`src/rtl/intg_pkg.sv`:
```
// Shared integrator definitions: result width, coefficient, window length and
// the buffered result entry layout used downstream of the integrator.
package intg_pkg;

    localparam int INTG_DATA_W = 13;
    localparam int INTG_COEF   = 25;
    localparam int INTG_WIN    = 4;

    typedef struct packed {
        logic                   over;
        logic [INTG_DATA_W-1:0] data;
    } intg_entry_t;

endpackage

```
`src/rtl/intg_result_fifo_if.sv`:
```
// Result stream between the integrator/consumer side and intg_result_fifo.
// The FIFO is the slave; whoever produces Y and consumes out_* is the master.
interface intg_result_fifo_if #(
    parameter int DATA_W = 13,
    parameter int DEPTH  = 4,
    parameter int DROP_W = 8
);
    logic [DATA_W-1:0]        Y;
    logic                     y_valid;
    logic                     out_ready;
    logic [DATA_W-1:0]        out_data;
    logic                     out_over;
    logic                     out_valid;
    logic [$clog2(DEPTH):0]   count;
    logic                     full;
    logic                     empty;
    logic [DROP_W-1:0]        drop_cnt;

    modport master (
        output Y, y_valid, out_ready,
        input  out_data, out_over, out_valid, count, full, empty, drop_cnt
    );

    modport slave (
        input  Y, y_valid, out_ready,
        output out_data, out_over, out_valid, count, full, empty, drop_cnt
    );
endinterface

```
`src/rtl/intg_fifo_mem.sv`:
```
// DEPTH x W register array: one synchronous write port, one asynchronous read
// port so the head entry falls through without a read cycle.
module intg_fifo_mem #(
    parameter int W     = 14,
    parameter int DEPTH = 4
) (
    input  logic                     clk_i,
    input  logic                     we_i,
    input  logic [$clog2(DEPTH)-1:0] waddr_i,
    input  logic [W-1:0]             wdata_i,
    input  logic [$clog2(DEPTH)-1:0] raddr_i,
    output logic [W-1:0]             rdata_o
);
    logic [W-1:0] mem_q [DEPTH];

    // NOTE: storage has no reset; occupancy lives in the pointers/count, so stale
    // words are never observed and the array stays a plain register file.
    always_ff @(posedge clk_i) begin
        if (we_i) mem_q[waddr_i] <= wdata_i;
    end

    assign rdata_o = mem_q[raddr_i];
endmodule

```
`src/rtl/intg_result_fifo.sv`:
```
// Captures integrator results on y_valid, tags them against THRESH and buffers
// them in a first-word-fall-through FIFO with a saturating overflow counter.
module intg_result_fifo
    import intg_pkg::*;
#(
    parameter int                DATA_W = INTG_DATA_W,
    parameter int                DEPTH  = 4,
    parameter logic [DATA_W-1:0] THRESH = DATA_W'(1000),
    parameter int                DROP_W = 8
) (
    input logic              CLK,
    input logic              RST,
    intg_result_fifo_if.slave bus
);
    localparam int PTR_W = $clog2(DEPTH);
    localparam int CNT_W = PTR_W + 1;

    logic [PTR_W-1:0]  wr_ptr_q, wr_ptr_d;
    logic [PTR_W-1:0]  rd_ptr_q, rd_ptr_d;
    logic [CNT_W-1:0]  count_q,  count_d;
    logic [DROP_W-1:0] drop_q,   drop_d;

    logic              full, empty, out_valid;
    logic              push, pop, drop;
    logic [DATA_W:0]   wr_entry, rd_entry;

    assign full      = (count_q == CNT_W'(DEPTH));
    assign empty     = (count_q == '0);
    assign out_valid = !empty;

    // A pop frees the slot in the same cycle, so a full FIFO still accepts a push.
    assign pop  = out_valid && bus.out_ready;
    assign push = bus.y_valid && (!full || pop);
    assign drop = bus.y_valid && full && !pop;

    // Unsigned compare; the flag is frozen into the entry at push time.
    assign wr_entry = {bus.Y > THRESH, bus.Y};

    // NOTE: every next-state signal gets its hold value first, so no path through
    // this block can leave one unassigned and infer a latch.
    always_comb begin
        wr_ptr_d = wr_ptr_q;
        rd_ptr_d = rd_ptr_q;
        count_d  = count_q;
        drop_d   = drop_q;
        if (push) wr_ptr_d = wr_ptr_q + PTR_W'(1);
        if (pop)  rd_ptr_d = rd_ptr_q + PTR_W'(1);
        case ({push, pop})
            2'b10:   count_d = count_q + CNT_W'(1);
            2'b01:   count_d = count_q - CNT_W'(1);
            default: count_d = count_q;
        endcase
        if (drop && (drop_q != '1)) drop_d = drop_q + DROP_W'(1);
    end

    // NOTE: state registers use non-blocking assignments so every flop samples
    // the pre-edge values regardless of statement order.
    always_ff @(posedge CLK) begin
        if (!RST) begin
            wr_ptr_q <= '0;
            rd_ptr_q <= '0;
            count_q  <= '0;
            drop_q   <= '0;
        end else begin
            wr_ptr_q <= wr_ptr_d;
            rd_ptr_q <= rd_ptr_d;
            count_q  <= count_d;
            drop_q   <= drop_d;
        end
    end

    intg_fifo_mem #(
        .W     (DATA_W + 1),
        .DEPTH (DEPTH)
    ) u_mem (
        .clk_i   (CLK),
        .we_i    (push && RST),
        .waddr_i (wr_ptr_q),
        .wdata_i (wr_entry),
        .raddr_i (rd_ptr_q),
        .rdata_o (rd_entry)
    );

    assign bus.out_data  = rd_entry[DATA_W-1:0];
    assign bus.out_over  = rd_entry[DATA_W];
    assign bus.out_valid = out_valid;
    assign bus.count     = count_q;
    assign bus.full      = full;
    assign bus.empty     = empty;
    assign bus.drop_cnt  = drop_q;
endmodule

```
`src/flat_wrapper.sv`:
```
// flat-port wrapper written by rule: the top's interface ports become plain ports
module intg_result_fifo_flat import intg_pkg::*;
#(
    parameter int                DATA_W = INTG_DATA_W,
    parameter int                DEPTH  = 4,
    parameter logic [DATA_W-1:0] THRESH = DATA_W'(1000),
    parameter int                DROP_W = 8
)
  (CLK, RST, bus_Y, bus_y_valid, bus_out_ready, bus_out_data, bus_out_over, bus_out_valid, bus_count, bus_full, bus_empty, bus_drop_cnt);
  intg_result_fifo_if #(.DATA_W(DATA_W), .DEPTH(DEPTH), .DROP_W(DROP_W)) bus_i ();
  input logic CLK;
  input logic RST;
  input wire logic [$bits(bus_i.Y)-1:0] bus_Y;
  input wire logic [$bits(bus_i.y_valid)-1:0] bus_y_valid;
  input wire logic [$bits(bus_i.out_ready)-1:0] bus_out_ready;
  output wire logic [$bits(bus_i.out_data)-1:0] bus_out_data;
  output wire logic [$bits(bus_i.out_over)-1:0] bus_out_over;
  output wire logic [$bits(bus_i.out_valid)-1:0] bus_out_valid;
  output wire logic [$bits(bus_i.count)-1:0] bus_count;
  output wire logic [$bits(bus_i.full)-1:0] bus_full;
  output wire logic [$bits(bus_i.empty)-1:0] bus_empty;
  output wire logic [$bits(bus_i.drop_cnt)-1:0] bus_drop_cnt;
  assign bus_i.Y = bus_Y;
  assign bus_i.y_valid = bus_y_valid;
  assign bus_i.out_ready = bus_out_ready;
  assign bus_out_data = bus_i.out_data;
  assign bus_out_over = bus_i.out_over;
  assign bus_out_valid = bus_i.out_valid;
  assign bus_count = bus_i.count;
  assign bus_full = bus_i.full;
  assign bus_empty = bus_i.empty;
  assign bus_drop_cnt = bus_i.drop_cnt;
  intg_result_fifo #(.DATA_W(DATA_W), .DEPTH(DEPTH), .THRESH(THRESH), .DROP_W(DROP_W)) u_core (.CLK(CLK), .RST(RST), .bus(bus_i));
endmodule
```
`config.mk`:
```
export PLATFORM = sky130hd
export DESIGN_NAME = intg_result_fifo_flat
export DESIGN_NICKNAME = d
export VERILOG_FILES = /design/src/rtl/intg_pkg.sv /design/src/rtl/intg_result_fifo_if.sv /design/src/rtl/intg_fifo_mem.sv /design/src/rtl/intg_result_fifo.sv /design/src/flat_wrapper.sv
export SDC_FILE = /design/constraint.sdc
export NUM_CORES = 1
export LEC_CHECK = 0
export CAP_MARGIN = 15
export CORE_UTILIZATION = 45
export DETAILED_ROUTE_END_ITERATION = 12
export GPL_ROUTABILITY_DRIVEN = 0
export PLACE_DENSITY_LB_ADDON = 0.2
export SYNTH_ARGS = -nofsm -noshare
export SYNTH_HDL_FRONTEND = slang
export SYNTH_SLANG_ARGS = --single-unit
```
`constraint.sdc`:
```
create_clock -name CLK -period 1.9 [get_ports CLK]
set_clock_uncertainty 0.15 [all_clocks]
set_input_delay 0.19 -clock CLK [delete_from_list [all_inputs] [get_ports CLK]]
set_output_delay 0.19 -clock CLK [all_outputs]
set_load 0.02 [all_outputs]
```
Yosys cells after proc, flatten, opt, wreduce, memory -nomap -nowiden

Memories as Yosys holds them, arrays and structs flattened. A register that Yosys moved wholly into a read port is not among the register bits.
Cells that the tools add are included.

$add $sub $neg: 5
Magnitude comparators: 1
Equal/unequal tests: 4
Muxes and demuxes: 5
Reductions and logical operators: 12

Operator list:

| operator                                                                          | count |
|---|---|
| 13-bit by 10-bit greater-than comparator with 1-bit output, second input constant | 1 |
| 8-bit by 1-bit adder with 8-bit output, second input constant                     | 1 |
| 8-bit inequality test, second input constant                                      | 1 |
| 1-bit logical AND                                                                 | 6 |
| 3-bit case mux with 2 select lines                                                | 1 |
| 2-bit by 1-bit adder with 2-bit output, second input constant                     | 2 |
| 2-bit two-way mux                                                                 | 2 |
| 3-bit by 1-bit adder with 3-bit output, second input constant                     | 1 |
| 3-bit == test, second input constant                                              | 1 |
| 1-bit logical NOT                                                                 | 3 |
| 3-bit logical NOT                                                                 | 1 |
| 3-bit by 1-bit subtractor with 3-bit output, second input constant                | 1 |
| 2-bit by 1-bit == test with 1-bit output, second input constant                   | 1 |
| 2-bit == test, second input constant                                              | 1 |
| 1-bit two-way mux                                                                 | 2 |
| 2-bit nonzero test                                                                | 1 |
| 1-bit logical OR                                                                  | 1 |

Flip-flop bits (word level): 15
Memory bits (writable): 56
Input bits: 17
Output and inout port bits: 28
Word-level logic and storage cells: 32
Memories: 1

Memories:

| memory             | depth | width | read ports | clocked after memory_dff | wr ports | line                | text |
|---|---|---|---|---|---|---|---|
| u_core.u_mem.mem_q | 4     | 14    | 1          | 1                        | 1        | intg_fifo_mem.sv:14 | `logic [W-1:0] mem_q [DEPTH];` |

Longest topological paths before layout

Depth in word-level cells: 8
Depth in mapped cells: 6
Depth with buffers taken out: 6

Modules after synthesis

Synthesis repeated with hierarchy kept, for this count alone.

Cell total of the unflattened synthesis: 172
Area total of the unflattened synthesis: 2,895.3 µm²

By module, submodules not included:

| module           | times used | cells an instance | area an instance (µm²) | sequential area each (µm²) |
|---|---|---|---|---|
| intg_fifo_mem    | 1          | 77                | 2,079.5                | 1,681.6 |
| intg_result_fifo | 1          | 95                | 815.8                  | 300.3 |

Worst setup path after synthesis

OpenSTA, ideal clock, no wires.

Path type: reg2reg
From: register u_core.count_q[2], in the netlist u_core.bus.count[2]
To: memory u_core.u_mem.mem_q[0][0] (enable)
Setup time: 0.308 ns
Data arrival time: 1.507 ns
Data required time: 1.442 ns
Slack: -0.065 ns
Stages on the path, launching flop included: 4
Buffers on the path: 0
Period minus slack after synthesis: 1.965 ns
Path through: dfxtp_1 or3b_4 o21a_1 and3_1

Cells in the longest elaborated chain, start to end: 8
Elaborated cells on any way between the ends: 10
Classes of those cells: 1 x eq/ne; 2 x mux; 7 x reduce/logical

Ends and longest elaborated chain:

| element                                   | line                   | text |
|---|---|---|
| start, declared                           | intg_result_fifo.sv:20 | `logic [CNT_W-1:0] count_q, count_d;` |
| start signal, assigned                    | intg_result_fifo.sv:67 | `count_q <= count_d;` |
| 3-bit logical NOT                         | intg_result_fifo.sv:28 | `assign empty = (count_q == '0);` |
| 1-bit logical NOT                         | intg_result_fifo.sv:29 | `assign out_valid = !empty;` |
| 1-bit logical AND                         | intg_result_fifo.sv:32 | `assign pop = out_valid && bus.out_ready;` |
| 1-bit logical OR *                        | intg_result_fifo.sv:33 | `assign push = bus.y_valid && (!full \|\| pop);` |
| 1-bit logical AND *                       | intg_result_fifo.sv:33 |  |
| 1-bit logical AND *                       | intg_result_fifo.sv:77 | `.we_i (push && RST),` |
| 1-bit two-way mux *                       | intg_fifo_mem.sv:19    | `if (we_i) mem_q[waddr_i] <= wdata_i;` |
| 1-bit two-way mux (implied by the code) * | intg_fifo_mem.sv:19    |  |
| end, declared                             | intg_fifo_mem.sv:14    |  |

Mark *: on every way between the ends. The rest lies on a longest branch, timed or not.

==> summary.txt <==
Worst setup path
  – CP max FO: 5
  – Worst setup SP type: flip-flop
  – Arr. time, crit path: 1.52 ns
  – Crit-path most repeated cell: buf_6
  – Required @ worst endpoint: 1.56 ns
  – CP peak stage delay: 0.52 ns
  – Crit-path leading delay family: multiplexers
  – Crit Path Class: reg2out
  – CP max-delay cell: mux4_2
  – Worst R2R Start: u_core.bus.count[2]
  – Critical path cell sequence: buf_6, mux4_2, buf_6
  – Crit end category: output port
  – WP buf/inv: 2

Logic synthesis
  – Cell area after synthesis: 0.00298 mm²
  – Synth Net Count: 206
  – Yosys top cell area share: 0.564
  – Synth area leader: edfxtp_1
  – Synth area leaders: edfxtp_1 56%, dfxtp_1 11%, mux4_2 11%, ha_1 2.1%, and2_1 1.5%
  – Ys async rst share: 0
  – Unique masters post-synth: 40
  – Synthesized area per cell: 16.3 µm²
  – Post-synthesis cell count: 183
  – Sequential area share after synthesis: 0.678
  – Synth top cells by count: 56 x edfxtp_1, 17 x dfxtp_1, 14 x mux4_2, 10 x nand2_1
  – Count leader, synth: edfxtp_1
  – Ys Warns: 0
  – Yosys reg bits: 73
  – Main flop type after synthesis: edfxtp_1
  – Post-synth EDFFs: 56

Die
  – Ports: 45
  – Initial Util: 0.467
  – # rows: 29
  – Vert. Die Dim: 83.4 µm
  – Full die area: 0.00696 mm²
  – CORE AREA: 0.00639 mm²
  – Die Wd: 83.4 µm

Clock tree
  – CTS Buf Count: 9
  – Cts hold-fix bufs: 0
  – Clock tree from TritonCTS: built
  – Clk slew on worst S/H paths: 0.07 ns
  – Clock sinks: 73
  – Root Driver: clkbuf_8
  – Clock Path Buffers: 2
  – Worst skew pair latency: 0.33 ns
  – H-tree levels: 3

Status
  – Status: finished, final reports clean

Timing
  – Tmin final: 1.86 ns
  – Fmax: 538 MHz
  – Max-slew violations: 0
  – Finish-stage setup viols: 0
  – RSZ-0062 raised after global routing: yes
  – Tcrit/Tclk final: 0.979
  – Least-Margin Pin Slew: 0.428 ns
  – Final WS setup: 0.0399 ns
  – Final hold vios: 0
  – Max_slew headroom: 0.712

Power
  – Clock Power Share: 0.315
  – Pwr dens: 934 mW/mm²
  – Leakage: 1.37 nW
  – Reported net switching power: 0.920 mW
  – Power share of the combinational group: 0.188
  – Overall power: 3.68 mW
  – Sw Ratio: 0.250
  – VDD IR max: 0.570 mV
  – Power Internal: 2.76 mW
  – Sequential share of power: 0.497

Run
  – Max-cap violations: 0

GRT
  – Largest net degree at the start of global routing: 20
  – GRT overflow: 0
  – Initial antenna violation count: 0
  – Vias in the first global route: 1711
  – Global-route wire length before repair: 8.23 mm
  – GRT Util Overall: 0.157

Cells and area
  – Area of the multi-input gates: 913 µm²
  – Design area: 0.00394 mm²
  – Final Non-Filler Cells: 336
  – Share of layout cells above drive strength 1: 0.286
  – Register area: 0.00203 mm²
  – # diodes: 0
  – Area growth from synthesis to layout: 31.9%
  – Layout fillers: 489
  – Final Util: 0.616
  – Nets: 277

Detailed routing
  – Detail Route Antenna Nets: 0
  – 1st-iter DRT viols: 82
  – Routed vias: 1763
  – 1st-pass router iterations: 4
  – DRT Wirelength: 5.10 mm
  – DR WL/cell: 15.2 µm
  – Vias per cell: 5.25
  – Drt drc: 0

Placement
  – Port bufs: 44
  – Inst Count DP: 319
  – Placed inst area: 0.00372 mm²
  – Post-DP HPWL: 3.50 mm
  – Pre-CTS setup slack: -0.144 ns

Min path
  – Worst hold start: u_core.bus.drop_cnt[7]
  – Worst hold path type: reg2reg
## power groups by stage
stage	sequential (mW)	combinational [mW]	clock, mW
2_1_floorplan	1.86	0.366	0
3_3_place_gp	1.86	0.678	0
3_5_place_dp	1.86	0.684	0
4_1_cts	1.82	0.631	1.19
5_1_grt	1.83	0.741	1.26
6_report	1.83	0.691	1.16
## layout make-up
| type | instances | share of cell area |
|---|---|---|
| Inverter | 8 | 0.00890 |
| Multi-Input combinational cell | 96 | 0.232 |
| Sequential cell | 73 | 0.516 |
| Clock buffer | 9 | 0.0315 |
| Timing Repair Buffer | 66 | 0.170 |
| Clock inverter | 7 | 0.0175 |
| Tap cell | 77 | 0.0245 |
## worst register-to-register path, stage by stage, from the launching register on
cell and delay (ns):
dfxtp_4 0.37, o31a_1 0.31, nand2b_1 0.10, fa_1 0.46, a211oi_2 0.17, o21ai_1 0.10, a21oi_1 0.13
## metrics by stage
stage / hold slack, ns / TNS (ns)
floorplan: 0.139 / 0
global placement: 0.340 / -0.346
detailed placement: 0.345 / -0.596
CTS: 0.357 / -0.00150
global route: 0.366 / -0.115
finish: 0.356 / 0
## flip-flops by register name, indices dropped and copies added (netlist names), named ones only
register	count
u_core.u_mem.mem_q	56
u_core.wr_ptr_q	2
u_core.rd_ptr_q	2
u_core.bus.count	3
u_core.bus.drop_cnt	8
## path summary, 6_finish.rpt
| path | slack (ns) | cells past startpoint | end |
|---|---|---|---|
| min reg2reg | 0.36 | 2 | u_core.bus.drop_cnt[7] |
| max | 0.04 | 3 | bus_out_data[2] |
| min | 0.36 | 2 | u_core.bus.drop_cnt[7] |
| max reg2reg | 0.06 | 6 | u_core.bus.count[1] |
## metal layers
layer	share of wire	vias up	GRT usage
met3	0.043	8	0.0467
li1	-	850	-
met4	0.016	0	0.0647
met1	0.45	861	0.201
met5	0	-	0
met2	0.49	44	0.250
## cells by family after synthesis
family	Yosys count	share of synthesized area
flops	73	0.678
simple gates	44	0.0826
compound gates	22	0.0562
mux	17	0.116
buf+inv	14	0.0197
xor+xnor	7	0.0205
fa+ha+maj	6	0.0277
## timing repair
action                     CTS  global route
resized for setup           64            25
buffers inserted             0             1
setup endpoints to repair   17            18
pin swaps                    0             2
## cell usage in the layout (no fill, tap or decap), drive strengths merged, types with 2 or more instances in the layout
cell           synthesis  layout
xor2                   3       3
mux4                  14      14
nand3                  3       3
mux2i                  3       3
edfxtp                56      56
o21ai                  5       5
xnor2                  4       4
and3                   5       5
nand2b                 4       4
dfxtp                 17      17
ha                     5       5
and2                   7       7
nor2                   3       3
inv                    7       8
a21oi                  2       2
nand2                 10      10
o21a                   2       2
clkbuf                 5       9
buf                    1      36
dlygate4sd2            0       2
a21boi                 4       4
clkdlybuf4s50          0      27
clkinv                 1       5
o31ai                  2       2
or3                    4       4
No activity file was read; power rests on OpenSTA's default activity.
